**config.mk**
```make
export PLATFORM = sky130hd
export DESIGN_NAME = core_ready_handshake_array
export DESIGN_NICKNAME = d
export VERILOG_FILES = /design/src/rtl/core_handshake_pkg.sv /design/src/rtl/core_handshake_channel.sv /design/src/rtl/core_ready_handshake_array.sv
export SDC_FILE = /design/constraint.sdc
export NUM_CORES = 1
export LEC_CHECK = 0
export ABC_CLOCK_PERIOD_IN_PS = 1990
export CORE_UTILIZATION = 55
export CTS_CLUSTER_SIZE = 30
export DETAILED_ROUTE_END_ITERATION = 8
export PLACE_DENSITY_LB_ADDON = 0.08
export SKIP_LAST_GASP = 1
export SLEW_MARGIN = 20
export SYNTH_ARGS = -nofsm -noshare
export SYNTH_HDL_FRONTEND = slang
export SYNTH_HIERARCHICAL = 1
export SYNTH_SLANG_ARGS = --single-unit
```
**constraint.sdc**
```tcl
create_clock -name bridge_clk -period 1.99 [get_ports bridge_clk]
set_input_delay 0.2985 -clock bridge_clk [delete_from_list [all_inputs] [get_ports bridge_clk]]
set_output_delay 0.2985 -clock bridge_clk [all_outputs]
set_load 0.02 [all_outputs]
```
**src/rtl/core_handshake_pkg.sv**
```systemverilog
// Shared types and default parameter values for the core ready/done handshake array.
package core_handshake_pkg;

    typedef enum logic [2:0] {
        IDLE    = 3'd0,
        REQ     = 3'd1,
        BACKOFF = 3'd2,
        DONE    = 3'd3,
        FAIL    = 3'd4
    } ch_state_e;

    localparam int unsigned DEF_NUM_CH             = 4;
    localparam int unsigned DEF_LOCK_STABLE_CYCLES = 16;
    localparam int unsigned DEF_TIMEOUT_CYCLES     = 1024;
    localparam int unsigned DEF_RETRY_LIMIT        = 3;
    localparam int unsigned DEF_BACKOFF_CYCLES     = 8;

    // Bits needed to hold 0..maxval; never less than one bit.
    function automatic int unsigned cnt_width(input int unsigned maxval);
        return (maxval < 1) ? 1 : $clog2(maxval + 1);
    endfunction

endpackage

```
**src/rtl/core_handshake_channel.sv**
```systemverilog
// One handshake channel: request FSM with timeout timer, backoff timer and retry counter.
module core_handshake_channel
    import core_handshake_pkg::*;
#(
    parameter int unsigned TIMEOUT_CYCLES = DEF_TIMEOUT_CYCLES,
    parameter int unsigned RETRY_LIMIT    = DEF_RETRY_LIMIT,
    parameter int unsigned BACKOFF_CYCLES = DEF_BACKOFF_CYCLES
) (
    input  logic clk,
    input  logic reset_n,
    input  logic lock_stable,
    input  logic pll_core_locked,
    input  logic enable,
    input  logic rearm,
    input  logic done,
    output logic valid,
    output logic done_sticky,
    output logic fail_sticky
);

    localparam int unsigned TW = cnt_width(TIMEOUT_CYCLES);
    localparam int unsigned RW = cnt_width(RETRY_LIMIT);
    localparam int unsigned BW = cnt_width(BACKOFF_CYCLES);

    localparam bit            TIMEOUT_EN = (TIMEOUT_CYCLES != 0);
    localparam logic [TW-1:0] TIMER_LAST = TIMEOUT_EN ? TW'(TIMEOUT_CYCLES - 1) : '0;
    localparam logic [RW-1:0] RETRY_MAX  = RW'(RETRY_LIMIT);
    localparam logic [BW-1:0] BO_LAST    = (BACKOFF_CYCLES != 0) ? BW'(BACKOFF_CYCLES - 1) : '0;

    ch_state_e     state_q, state_d;
    logic [TW-1:0] timer_q, timer_d;
    logic [RW-1:0] retry_q, retry_d;
    logic [BW-1:0] bo_q,    bo_d;

    // Next-state logic; done in REQ takes priority over every other event.
    always_comb begin
        state_d = state_q;
        timer_d = timer_q;
        retry_d = retry_q;
        bo_d    = bo_q;
        unique case (state_q)
            IDLE: begin
                timer_d = '0;
                retry_d = '0;
                bo_d    = '0;
                if (enable && lock_stable) state_d = REQ;
            end
            REQ: begin
                if (done) begin
                    state_d = DONE;
                end else if (!pll_core_locked || !enable) begin
                    state_d = IDLE;
                    timer_d = '0;
                    retry_d = '0;
                end else if (TIMEOUT_EN && (timer_q == TIMER_LAST)) begin
                    timer_d = '0;
                    if (retry_q < RETRY_MAX) begin
                        state_d = BACKOFF;
                        retry_d = retry_q + 1'b1;
                        bo_d    = '0;
                    end else begin
                        state_d = FAIL;
                    end
                end else if (TIMEOUT_EN) begin
                    timer_d = timer_q + 1'b1;
                end
            end
            BACKOFF: begin
                if (!pll_core_locked || !enable) begin
                    state_d = IDLE;
                    timer_d = '0;
                    retry_d = '0;
                end else if (bo_q == BO_LAST) begin
                    state_d = REQ;
                    timer_d = '0;
                end else begin
                    bo_d = bo_q + 1'b1;
                end
            end
            DONE: begin
                if (rearm) state_d = IDLE;
            end
            FAIL: begin
                if (rearm) begin
                    state_d = IDLE;
                    retry_d = '0;
                end
            end
            default: state_d = IDLE;
        endcase
    end

    // State and counter registers with synchronous active-low reset.
    always_ff @(posedge clk) begin
        if (!reset_n) begin
            state_q <= IDLE;
            timer_q <= '0;
            retry_q <= '0;
            bo_q    <= '0;
        end else begin
            state_q <= state_d;
            timer_q <= timer_d;
            retry_q <= retry_d;
            bo_q    <= bo_d;
        end
    end

    assign valid       = (state_q == REQ) && pll_core_locked && lock_stable && !done;
    assign done_sticky = (state_q == DONE);
    assign fail_sticky = (state_q == FAIL);

endmodule

```
**src/rtl/core_ready_handshake_array.sv**
```systemverilog
// Multi-channel core-to-bridge ready/done handshake: lock qualifier, channel array, aggregates.
module core_ready_handshake_array
    import core_handshake_pkg::*;
#(
    parameter int unsigned NUM_CH             = DEF_NUM_CH,
    parameter int unsigned LOCK_STABLE_CYCLES = DEF_LOCK_STABLE_CYCLES,
    parameter int unsigned TIMEOUT_CYCLES     = DEF_TIMEOUT_CYCLES,
    parameter int unsigned RETRY_LIMIT        = DEF_RETRY_LIMIT,
    parameter int unsigned BACKOFF_CYCLES     = DEF_BACKOFF_CYCLES
) (
    input  logic              bridge_clk,
    input  logic              reset_n,
    input  logic              pll_core_locked,
    input  logic [NUM_CH-1:0] ch_enable,
    input  logic [NUM_CH-1:0] rearm,
    input  logic [NUM_CH-1:0] req_done,
    output logic [NUM_CH-1:0] req_valid,
    output logic [NUM_CH-1:0] ch_done,
    output logic [NUM_CH-1:0] ch_fail,
    output logic              lock_stable,
    output logic              all_done,
    output logic              any_fail
);

    localparam int unsigned   LW       = cnt_width(LOCK_STABLE_CYCLES);
    localparam logic [LW-1:0] LOCK_MAX = LW'(LOCK_STABLE_CYCLES);

    logic [LW-1:0] lock_cnt_q, lock_cnt_d;
    logic          lock_stable_q, lock_stable_d;
    logic          all_done_q, all_done_d;
    logic          any_fail_q, any_fail_d;

    // Lock counter saturates at the threshold and restarts on any lock drop.
    always_comb begin
        lock_cnt_d    = lock_cnt_q;
        lock_stable_d = pll_core_locked && (lock_cnt_q == LOCK_MAX);
        if (!pll_core_locked)           lock_cnt_d = '0;
        else if (lock_cnt_q != LOCK_MAX) lock_cnt_d = lock_cnt_q + 1'b1;
    end

    // Lock qualifier registers.
    always_ff @(posedge bridge_clk) begin
        if (!reset_n) begin
            lock_cnt_q    <= '0;
            lock_stable_q <= 1'b0;
        end else begin
            lock_cnt_q    <= lock_cnt_d;
            lock_stable_q <= lock_stable_d;
        end
    end

    assign lock_stable = lock_stable_q;

    for (genvar i = 0; i < NUM_CH; i++) begin : g_ch
        core_handshake_channel #(
            .TIMEOUT_CYCLES (TIMEOUT_CYCLES),
            .RETRY_LIMIT    (RETRY_LIMIT),
            .BACKOFF_CYCLES (BACKOFF_CYCLES)
        ) u_ch (
            .clk             (bridge_clk),
            .reset_n         (reset_n),
            .lock_stable     (lock_stable_q),
            .pll_core_locked (pll_core_locked),
            .enable          (ch_enable[i]),
            .rearm           (rearm[i]),
            .done            (req_done[i]),
            .valid           (req_valid[i]),
            .done_sticky     (ch_done[i]),
            .fail_sticky     (ch_fail[i])
        );
    end

    // Aggregates; disabled channels are treated as don't-care for all_done.
    always_comb begin
        all_done_d = (|ch_enable) && ((ch_done | ~ch_enable) == '1);
        any_fail_d = |ch_fail;
    end

    // Aggregate registers, one cycle behind the channel state.
    always_ff @(posedge bridge_clk) begin
        if (!reset_n) begin
            all_done_q <= 1'b0;
            any_fail_q <= 1'b0;
        end else begin
            all_done_q <= all_done_d;
            any_fail_q <= any_fail_d;
        end
    end

    assign all_done = all_done_q;
    assign any_fail = any_fail_q;

endmodule

```
==> impl_metrics.json, run 1 <==
{
  "status": "complete, no violations",
  "clock-sinks": 88,
  "drv_cap": 0,
  "synth.distinct_cells": 67,
  "ys_warn_count": 6,
  "die-width_um": 101.7,
  "diodes": 0,
  "drt_pre_antenna_iters": 5,
  "synth_top_flop_cell": "dfxtp_1",
  "p_per_area_nw_per_um2": 695.2,
  "synth_seq_cells": 88,
  "grt_max_degree": 20,
  "regArea_um2": 1777,
  "fin_nets": 815,
  "dp_hpwl_mm": 10.83,
  "synth_area_leaders": "dfxtp_1 32%, nand2_1 5.1%, nand3_1 3.6%",
  "synth-edff-count": 0,
  "wl_mm": 14.70,
  "dpl-instance-area_um2": 6550,
  "grt_pass1_wl_mm": 24.22,
  "port_buffers": 29,
  "skew_ns": 0.01207,
  "row_count": 36,
  "dp.cells": 904,
  "setup_viol": 0,
  "yosys.area.top_type": "dfxtp_1",
  "synth_area_um2": 5471,
  "drive_gt1_share_pct": 21.24,
  "cp.required_ns": 1.69,
  "tightest_slew_ns": 0.6197,
  "gp_congestion": 0.8727,
  "fin_area_um2": 6810,
  "antenna_found_initial": 0,
  "postSynthCellCount": 675,
  "clkSlewWorstSetupHoldPaths_ns": 0.09,
  "die_h_um": 101.7,
  "setup_ws_ns": 0.02146,
  "path_max_fanout": 2,
  "drt_iter0_drc": 272,
  "multiInputGateArea_um2": 3501,
  "grt_usage_pct": 29.40,
  "io_pins": 30,
  "dieArea_um2": 10350,
  "fin_crit_sh_pct": 98.92,
  "cp.arrival_ns": 1.67,
  "cts_buffer_depth": 2,
  "power.leakage_nw": 2.512,
  "synth_fp_nets": 704,
  "peakVddDrop_uv": 557.4,
  "rsz0062_at_grt": "yes",
  "instances_no_fill": 924,
  "yosysSeqAreaShare_pct": 32.20,
  "crit_path_end_kind": "output port",
  "max_freq_mhz": 508.0,
  "synth_async_sr_flop_share_pct": 0,
  "crit_type": "flip-flop to output port",
  "core-area_um2": 9729,
  "cts_buffers": 9,
  "start_util_pct": 56.24,
  "grt_pass1_vias": 5315,
  "period_needed_ns": 1.969,
  "rr_worst_depth": 5,
  "holdBufCountCts": 0,
  "fill_cells": 819,
  "ant_nets": 0,
  "cts_tree": "built",
  "synth_top_area_share_pct": 32.20,
  "syn2layout_area_growth_pct": 24.47,
  "routedWlPerCell_um": 15.91,
  "relSlewSlack_pct": 58.25,
  "mostFrequentLayoutCell": "buf_4",
  "cts-root-buf": "clkbuf_8",
  "whs_path_depth": 3,
  "final_cell_mix": "108 x buf_4, 76 x dfxtp_1, 74 x nand2_1",
  "hold_viol": 0,
  "routed_via_density": 6.207,
  "clk_latency_ns": 0.38,
  "vias": 5735,
  "htree_levels": 3,
  "dp_slack_ns": -0.3630,
  "grt.overflow.total": 0,
  "drcViolationCount": 0,
  "hold_class": "input port to flip-flop",
  "cp-start-kind": "flip-flop",
  "drv_slew": 0,
  "avgSynthCellArea_um2": 8.106,
  "tns_ns": 0
}
## sequential cells by signal, summed over array words and instances, names as in the netlist
name and count:
lock_cnt_q 5, g_ch.u_ch/timer_q 44, g_ch.u_ch/bo_q 16, any_fail 1
lock_stable 1, g_ch.u_ch/retry_q 8, g_ch.u_ch/state_q 12, all_done 1
## Yosys cell counts, types with 11 or more instances
cell type	count
inv_1	17
a31oi_1	20
nand3_1	39
ha_1	14
nor3_1	26
nand4_1	23
and2_1	12
nor2b_1	11
nand2_1	74
nor4b_1	13
clkbuf_1	28
dfxtp_1	88
o21ai_0	30
a21oi_1	37
nor3b_1	14
nor2_1	37
## critical path, cell delays in order (launching register included)
cell and delay, ns:
dfxtp_1 0.33, or3b_2 0.49, nor3_1 0.25, clkbuf_2 0.22
## where the power goes
| part | leakage [nW] | internal [W] | switching [W] |
|---|---|---|---|
| sequential | 0.716 | 0.00181 | 0.0000317 |
| combinational | 1.69 | 0.000740 | 0.000795 |
| clock | 0.104 | 0.000708 | 0.000651 |
## cell type report
type	instances	share of cell area [%]
timing repair buffer	138	16.00
inverter	17	0.9370
multi-input combinational	532	51.41
sequential	88	26.09
clock inverter	5	1.194
tap	133	2.444
clock buffer	11	1.929
## routing by layer
layer | global-route usage, % | share of wire [%]
met1 | 35.97 | 45
met2 | 49.17 | 48
met3 | 7.039 | 4.8
met4 | 12.71 | 2.4
met5 | 0 | 0
## per-stage QoR
step	power, W	utilization [%]	hold slack, ns
2_1_floorplan	0.002711	-	0.4235
3_3_place_gp	0.003326	67.32	0.4327
3_5_place_dp	0.003361	67.32	0.4446
4_1_cts	0.004738	69.43	0.3729
5_1_grt	0.004987	70.00	0.4086
6_report	0.004735	70.00	0.3882
## cells by family after synthesis
family          Yosys count  share of synthesized area [%]
fa+ha+maj                14                          3.202
mux                       7                          1.281
compound gates          178                          23.35
flops                    88                          32.20
buf+inv                  55                          4.345
simple gates            329                          34.99
xor+xnor                  4                         0.6404
## path summary, 6_finish.rpt
check,slack (ns),start,end
min reg2reg,0.46,g_ch[2].u_ch/timer_q[10]$_SDFFE_PN0P_,g_ch[2].u_ch/timer_q[10]$_SDFFE_PN0P_
max reg2reg,0.06,g_ch[1].u_ch/bo_q[0]$_SDFFE_PN0P_,g_ch[1].u_ch/timer_q[9]$_SDFFE_PN0P_
min,0.39,reset_n,g_ch[3].u_ch/timer_q[2]$_SDFFE_PN0P_
max,0.02,g_ch[3].u_ch/state_q[2]$_SDFFE_PN0P_,req_valid[3]
## timing repair
item,4_1_cts,5_1_grt
resized for setup,20,24
endpoints found under the hold margin,0,0
setup buffers,0,4
cloned,0,0
pin swaps,0,8
setup endpoints to repair,13,28
(Power assumes the default switching activity.)
==> inputs of run 2 (changes only) <==
--- a/config.mk
+++ b/config.mk
@@ -9,7 +9,7 @@
 export CORE_UTILIZATION = 55
 export CTS_CLUSTER_SIZE = 30
 export DETAILED_ROUTE_END_ITERATION = 8
-export PLACE_DENSITY_LB_ADDON = 0.08
+export PLACE_DENSITY = 0.83
 export SKIP_LAST_GASP = 1
 export SLEW_MARGIN = 20
 export SYNTH_ARGS = -nofsm -noshare
==> run 2 against run 1 <==
  * Non-clock buffer count up 3
  * Via count increased by 4.6%
  * Sequential power hardly changed
  * Cell count increased by 0.32%
  * Maximum frequency up 0.92%
  * Final area up 0.86%
  * Count of clock-buffer cells in the layout grew 1
  * Die area stayed put
  * Combinational power about the same
  * Critical endpoint unchanged
  * Largest cell class unchanged
  * Largest power group unchanged
  * Highest routed layer unchanged
==> impl_metrics.json, run 2 (synthesized netlist as in run 1, its figures left out) <==
{
  "diodes": 0,
  "setup_viol": 0,
  "vias": 6001,
  "p_per_area_nw_per_um2": 703.7,
  "final_cell_mix": "111 x buf_4, 85 x dfxtp_1, 74 x nand2_1",
  "drive_gt1_share_pct": 20.53,
  "drt_pre_antenna_iters": 5,
  "drt_iter0_drc": 495,
  "top_register": "g_ch.u_ch/timer_q",
  "ant_nets": 0,
  "rr_worst_depth": 5,
  "routed_via_density": 6.474,
  "slowest_delay_ns": 0.49,
  "power.leakage_nw": 2.551,
  "relSlewSlack_pct": 61.60,
  "dp_slack_ns": -0.3258,
  "path_buf_inv": 1,
  "hold_start": "reset_n",
  "period_needed_ns": 1.951,
  "clock-sinks": 88,
  "cts_tree": "built",
  "clkSlewWorstSetupHoldPaths_ns": 0.09,
  "fill_cells": 721,
  "dp_hpwl_mm": 10.83,
  "top_regs": "g_ch.u_ch/timer_q x44, g_ch.u_ch/bo_q x16, g_ch.u_ch/state_q x12",
  "mostFrequentLayoutCell": "buf_4",
  "skew_ns": 0.01039,
  "grt_pass1_wl_mm": 25.08,
  "seqPwrFrac_pct": 37.9,
  "start_util_pct": 56.24,
  "wl_mm": 15.27,
  "drcViolationCount": 0,
  "crit_family": "simple AND/OR/NAND/NOR gates",
  "pwr-share-comb_pct": 32.3,
  "io_pins": 30,
  "dpl-instance-area_um2": 6565,
  "grt_usage_pct": 30.08,
  "gp_congestion": 0.9188,
  "cp.required_ns": 1.69,
  "tightest_slew_ns": 0.5700,
  "slowest_stage": "or3b_2",
  "cp.arrival_ns": 1.65,
  "rr_endpoint": "g_ch[3].u_ch/timer_q[9]$_SDFFE_PN0P_",
  "syn2layout_area_growth_pct": 25.54,
  "largest_register_ffs": 44,
  "cts_buffers": 9,
  "r2r-start": "g_ch[3].u_ch/bo_q[1]$_SDFFE_PN0P_",
  "grt.overflow.total": 0,
  "multiInputGateArea_um2": 3528,
  "die-width_um": 101.7,
  "cp-start-kind": "flip-flop",
  "path_max_fanout": 2,
  "hold_viol": 0,
  "swShare_pct": 31.33,
  "peakVddDrop_uv": 336.7,
  "antenna_found_initial": 0,
  "die_h_um": 101.7,
  "drv_slew": 0,
  "crit_type": "flip-flop to output port",
  "dp.cells": 906,
  "crit_path_end_kind": "output port",
  "grt_pass1_vias": 5575,
  "rsz0062_at_grt": "yes",
  "regArea_um2": 1765,
  "whs_path_depth": 3,
  "rrSetupSlack_ns": 0.06,
  "drv_cap": 0,
  "port_buffers": 29,
  "fin_area_um2": 6869,
  "switchingPower_w": 0.001514,
  "clk_latency_ns": 0.38,
  "status": "complete, no violations",
  "setup_ws_ns": 0.03937,
  "cts_buffer_depth": 2,
  "core-area_um2": 9729,
  "htree_levels": 3,
  "grt_max_degree": 19,
  "fin_crit_sh_pct": 98.02,
  "row_count": 36,
  "p_clk_share_pct": 29.8,
  "min_to": "g_ch[3].u_ch/timer_q[10]$_SDFFE_PN0P_",
  "hold_class": "input port to flip-flop",
  "max_freq_mhz": 512.7,
  "cellInternalPower_w": 0.003320,
  "fin_nets": 818,
  "cts-root-buf": "clkbuf_8",
  "dieArea_um2": 10350,
  "routedWlPerCell_um": 16.48,
  "instances_no_fill": 927,
  "worstPathCellList": "or3b_2 -> nor3_1 -> clkbuf_2"
}
-- run 2: cell types whose count changed in the layout (fill, tap and decap cells not counted), sizes merged --
cell           before  now
buf               112  115
clkbuf             12   13
clkdlybuf4s15       0    1
clkinv              2    1
dlygate4sd2         9    8
-- run 2: worst min-delay path, delay by kind of cell --
| kind | cells | cell delay [ns] |
|---|---|---|
| simple gates | 2 | 0.15 |
| buf+inv | 1 | 0.24 |
-- run 2: worst max-delay path by stage --
stage | start | to | depth (start not counted)
after global placement | pll_core_locked | g_ch[0].u_ch/timer_q[8]$_SDFFE_PN0P_ | 6
after detailed placement | pll_core_locked | g_ch[1].u_ch/timer_q[9]$_SDFFE_PN0P_ | 6
after floorplan | g_ch[0].u_ch/timer_q[0]$_SDFFE_PN0P_ | g_ch[0].u_ch/bo_q[2]$_SDFFE_PN0P_ | 7
after global routing | g_ch[3].u_ch/state_q[2]$_SDFFE_PN0P_ | req_valid[3] | 3
final | g_ch[3].u_ch/state_q[2]$_SDFFE_PN0P_ | req_valid[3] | 3
after CTS | g_ch[3].u_ch/state_q[0]$_SDFFE_PN0P_ | req_valid[3] | 3
-- run 2: through the flow --
stage          total power (W)  util (%)  hold WS (ns)  setup TNS, ns
3_5_place_dp          0.003346     67.48        0.4392         -10.73
4_1_cts               0.004784     69.79        0.3308        -0.1255
2_1_floorplan         0.002711         -        0.4235              0
3_3_place_gp          0.003288     67.48        0.4363         -7.388
6_report              0.004834     70.60        0.3515              0
5_1_grt               0.005051     70.60        0.3680       -0.02722
-- run 2: metal layers --
metal | track usage [%] | part of all wire (%) | vias up
met1 | 37.48 | 42 | 2833
met3 | 4.279 | 6.2 | 63
met4 | 15.50 | 2.9 | 0
li1 | - | - | 2829
met2 | 50.52 | 49 | 276
met5 | 0 | 0 | -
-- run 2: timing repair --
item / CTS / global route
setup buffers: 2 / 3
setup endpoints to repair: 13 / 23
pin swaps: 1 / 8
hold buffers: 0 / 0
gates resized for setup: 21 / 17
-- run 2: final cells by class --
cell class	instances	area share, %
Clock buffer	12	2.259
Multi-Input combinational cell	532	51.37
Tap cell	133	2.423
Timing Repair Buffer	141	16.21
Inverter	17	0.9290
Clock inverter	4	1.111
Sequential cell	88	25.70
-- run 2: power by group through the flow --
stage	combinational, W	sequential, W	clock, W
after floorplan	0.000827	0.00188	0
after global placement	0.00142	0.00187	0
after detailed placement	0.00147	0.00187	0
after CTS	0.00149	0.00183	0.00146
after global routing	0.00168	0.00184	0.00153
final	0.00156	0.00183	0.00144
==> inputs of run 3 (changes only) <==
--- a/config.mk
+++ b/config.mk
@@ -6,6 +6,7 @@
 export NUM_CORES = 1
 export LEC_CHECK = 0
 export ABC_CLOCK_PERIOD_IN_PS = 1990
+export CORE_ASPECT_RATIO = 1.2
 export CORE_UTILIZATION = 55
 export CTS_CLUSTER_SIZE = 30
 export DETAILED_ROUTE_END_ITERATION = 8
==> run 3 against run 2 <==
  * Sequential power about the same
  * Largest cell class unchanged
  * Maximum frequency up 1.2%
  * Final area up 0.97%
  * Utilization is 1.5 points higher
  * First-iteration DRC count fell by 24%
  * Clock power rose by 17%
  * Hold slack better by 0.096 ns
  * Worst setup slack better by 0.023 ns
==> impl_metrics.json, run 3 (synthesized netlist as in run 1, its figures left out) <==
{
  "die_h_um": 111.3,
  "wl_met2_mm": 7.711,
  "row_count": 39,
  "wl_met1_mm": 6.524,
  "dp_hpwl_mm": 10.90,
  "crit_family": "simple AND/OR/NAND/NOR gates",
  "drv_cap": 0,
  "grt_max_degree": 19,
  "crit_cells": 5,
  "diodes": 0,
  "drt_iter0_drc": 376,
  "antenna_found_initial": 0,
  "htree_levels": 3,
  "peakVddDrop_uv": 412.9,
  "pwr-share-comb_pct": 30.3,
  "cellInternalPower_w": 0.003493,
  "grt_pass1_vias": 5672,
  "drive_gt1_share_pct": 21.23,
  "drv_slew": 0,
  "cts_tree": "built",
  "cp.arrival_ns": 2.20,
  "top_register": "g_ch.u_ch/timer_q",
  "rr_worst_depth": 5,
  "hold_class": "input port to flip-flop",
  "top_regs": "g_ch.u_ch/timer_q x44, g_ch.u_ch/bo_q x16, g_ch.u_ch/state_q x12",
  "largest_register_ffs": 44,
  "p_per_area_nw_per_um2": 729.4,
  "mostFrequentLayoutCell": "buf_4",
  "clkSlewWorstSetupHoldPaths_ns": 0.07,
  "power.leakage_nw": 2.598,
  "crit_type": "flip-flop to flip-flop",
  "relSlewSlack_pct": 68.87,
  "cts_buffer_depth": 2,
  "slowest_delay_ns": 0.56,
  "rr_endpoint": "g_ch[3].u_ch/timer_q[9]$_SDFFE_PN0P_",
  "syn2layout_area_growth_pct": 26.76,
  "dpl-instance-area_um2": 6568,
  "hold_viol": 0,
  "fin_nets": 821,
  "setup_viol": 0,
  "startpoint": "g_ch[3].u_ch/bo_q[1]$_SDFFE_PN0P_",
  "worstPathCellList": "ha_4 -> nand3b_1 -> a311o_1 -> or4b_1 -> o221ai_2",
  "crit_path_end_kind": "flip-flop",
  "cp-endpoint": "g_ch[3].u_ch/timer_q[9]$_SDFFE_PN0P_",
  "core-area_um2": 9613,
  "fill_cells": 707,
  "cts_buffers": 9,
  "seqPwrFrac_pct": 36.4,
  "path_buf_inv": 0,
  "drt_pre_antenna_iters": 5,
  "cts-root-buf": "clkbuf_16",
  "wl_mm": 15.35,
  "fin_crit_sh_pct": 96.89,
  "whs_path_depth": 3,
  "r2r-start": "g_ch[3].u_ch/bo_q[1]$_SDFFE_PN0P_",
  "max_freq_mhz": 518.7,
  "die-width_um": 93.05,
  "dieArea_um2": 10350,
  "tns_ns": 0,
  "switchingPower_w": 0.001566,
  "cp.required_ns": 2.26,
  "routed_via_density": 6.486,
  "rrSetupSlack_ns": 0.06,
  "p_clk_share_pct": 33.3,
  "clk_latency_ns": 0.35,
  "cp-start-kind": "flip-flop",
  "tightest_slew_ns": 0.4627,
  "skew_ns": 0.007072,
  "route.met3.wl_um": 741,
  "clock-sinks": 88,
  "start_util_pct": 56.92,
  "path_max_fanout": 5,
  "period_needed_ns": 1.928,
  "slowest_stage": "or4b_1",
  "grt_pass1_wl_mm": 25.43,
  "holdBufCountCts": 0,
  "swShare_pct": 30.95,
  "status": "complete, no violations",
  "routedWlPerCell_um": 16.70,
  "port_buffers": 29,
  "total_power_w": 0.005059,
  "ant_nets": 0,
  "grt.overflow.total": 0,
  "grt_usage_pct": 29.81,
  "vias": 5961,
  "io_pins": 30,
  "top_layer": "met4",
  "final_cell_mix": "114 x buf_4, 81 x dfxtp_1, 74 x nand2_1",
  "gp_congestion": 0.9206,
  "fin_area_um2": 6935,
  "drcViolationCount": 0
}
-- run 3: worst reg2reg max path, cell delays in order (launching register included) --
cell      delay, ns
dfxtp_1        0.39
ha_4           0.17
nand3b_1       0.13
a311o_1        0.44
or4b_1         0.56
o221ai_2       0.17
-- run 3: cell type report --
type	count	area (um^2)	share of cell area (%)
Clock buffer	9	225.2	3.247
Clock inverter	6	61.31	0.8840
Inverter	17	63.81	0.9201
Multi-Input combinational cell	532	3522	50.78
Sequential cell	88	1770	25.53
Tap cell	123	153.9	2.219
Timing Repair Buffer	144	1139	16.42
-- run 3: how the worst min path moves through the flow --
stage                                                     start                               endpoint  slack, ns
final                                                   reset_n   g_ch[3].u_ch/state_q[1]$_SDFFE_PN0P_       0.45
after floorplan           g_ch[1].u_ch/timer_q[10]$_SDFFE_PN0P_  g_ch[1].u_ch/timer_q[10]$_SDFFE_PN0P_       0.42
after detailed placement  g_ch[2].u_ch/timer_q[10]$_SDFFE_PN0P_  g_ch[2].u_ch/timer_q[10]$_SDFFE_PN0P_       0.44
after CTS                                               reset_n   g_ch[3].u_ch/state_q[1]$_SDFFE_PN0P_       0.43
after global placement    g_ch[2].u_ch/timer_q[10]$_SDFFE_PN0P_  g_ch[2].u_ch/timer_q[10]$_SDFFE_PN0P_       0.43
after global routing      g_ch[2].u_ch/timer_q[10]$_SDFFE_PN0P_  g_ch[2].u_ch/timer_q[10]$_SDFFE_PN0P_       0.47
-- run 3: repair_timing --
action,CTS,global route
buffers inserted,0,6
endpoints found under the setup margin,12,30
gates resized for setup,18,24
pin swaps,0,9
-- run 3: metal layers --
metal | up-vias | GRT usage [%]
met5 | - | 0
met4 | 0 | 12.72
met3 | 45 | 4.801
met2 | 210 | 50.78
met1 | 2865 | 36.67
li1 | 2841 | -
-- run 3: power groups by stage --
stage / Sequential, W / Clock, W / Combinational (W)
floorplan: 0.00188 / 0 / 0.000827
global placement: 0.00188 / 0 / 0.00142
detailed placement: 0.00188 / 0 / 0.00147
CTS: 0.00184 / 0.00171 / 0.00148
global route: 0.00185 / 0.00177 / 0.00166
finish: 0.00184 / 0.00168 / 0.00153
-- run 3: per-stage QoR --
| stage | hold slack (ns) | instances | setup slack [ns] | util [%] |
|---|---|---|---|---|
| 4_1_cts | 0.4300 | 913 | -0.06394 | 71.22 |
| 3_5_place_dp | 0.4446 | 898 | -0.3060 | 68.32 |
| 3_3_place_gp | 0.4341 | 898 | -0.2636 | 68.32 |
| 5_1_grt | 0.4725 | 919 | -0.01553 | 72.15 |
| 2_1_floorplan | 0.4235 | 675 | 0.1314 | - |
| 6_report | 0.4476 | 919 | 0.06193 | 72.15 |
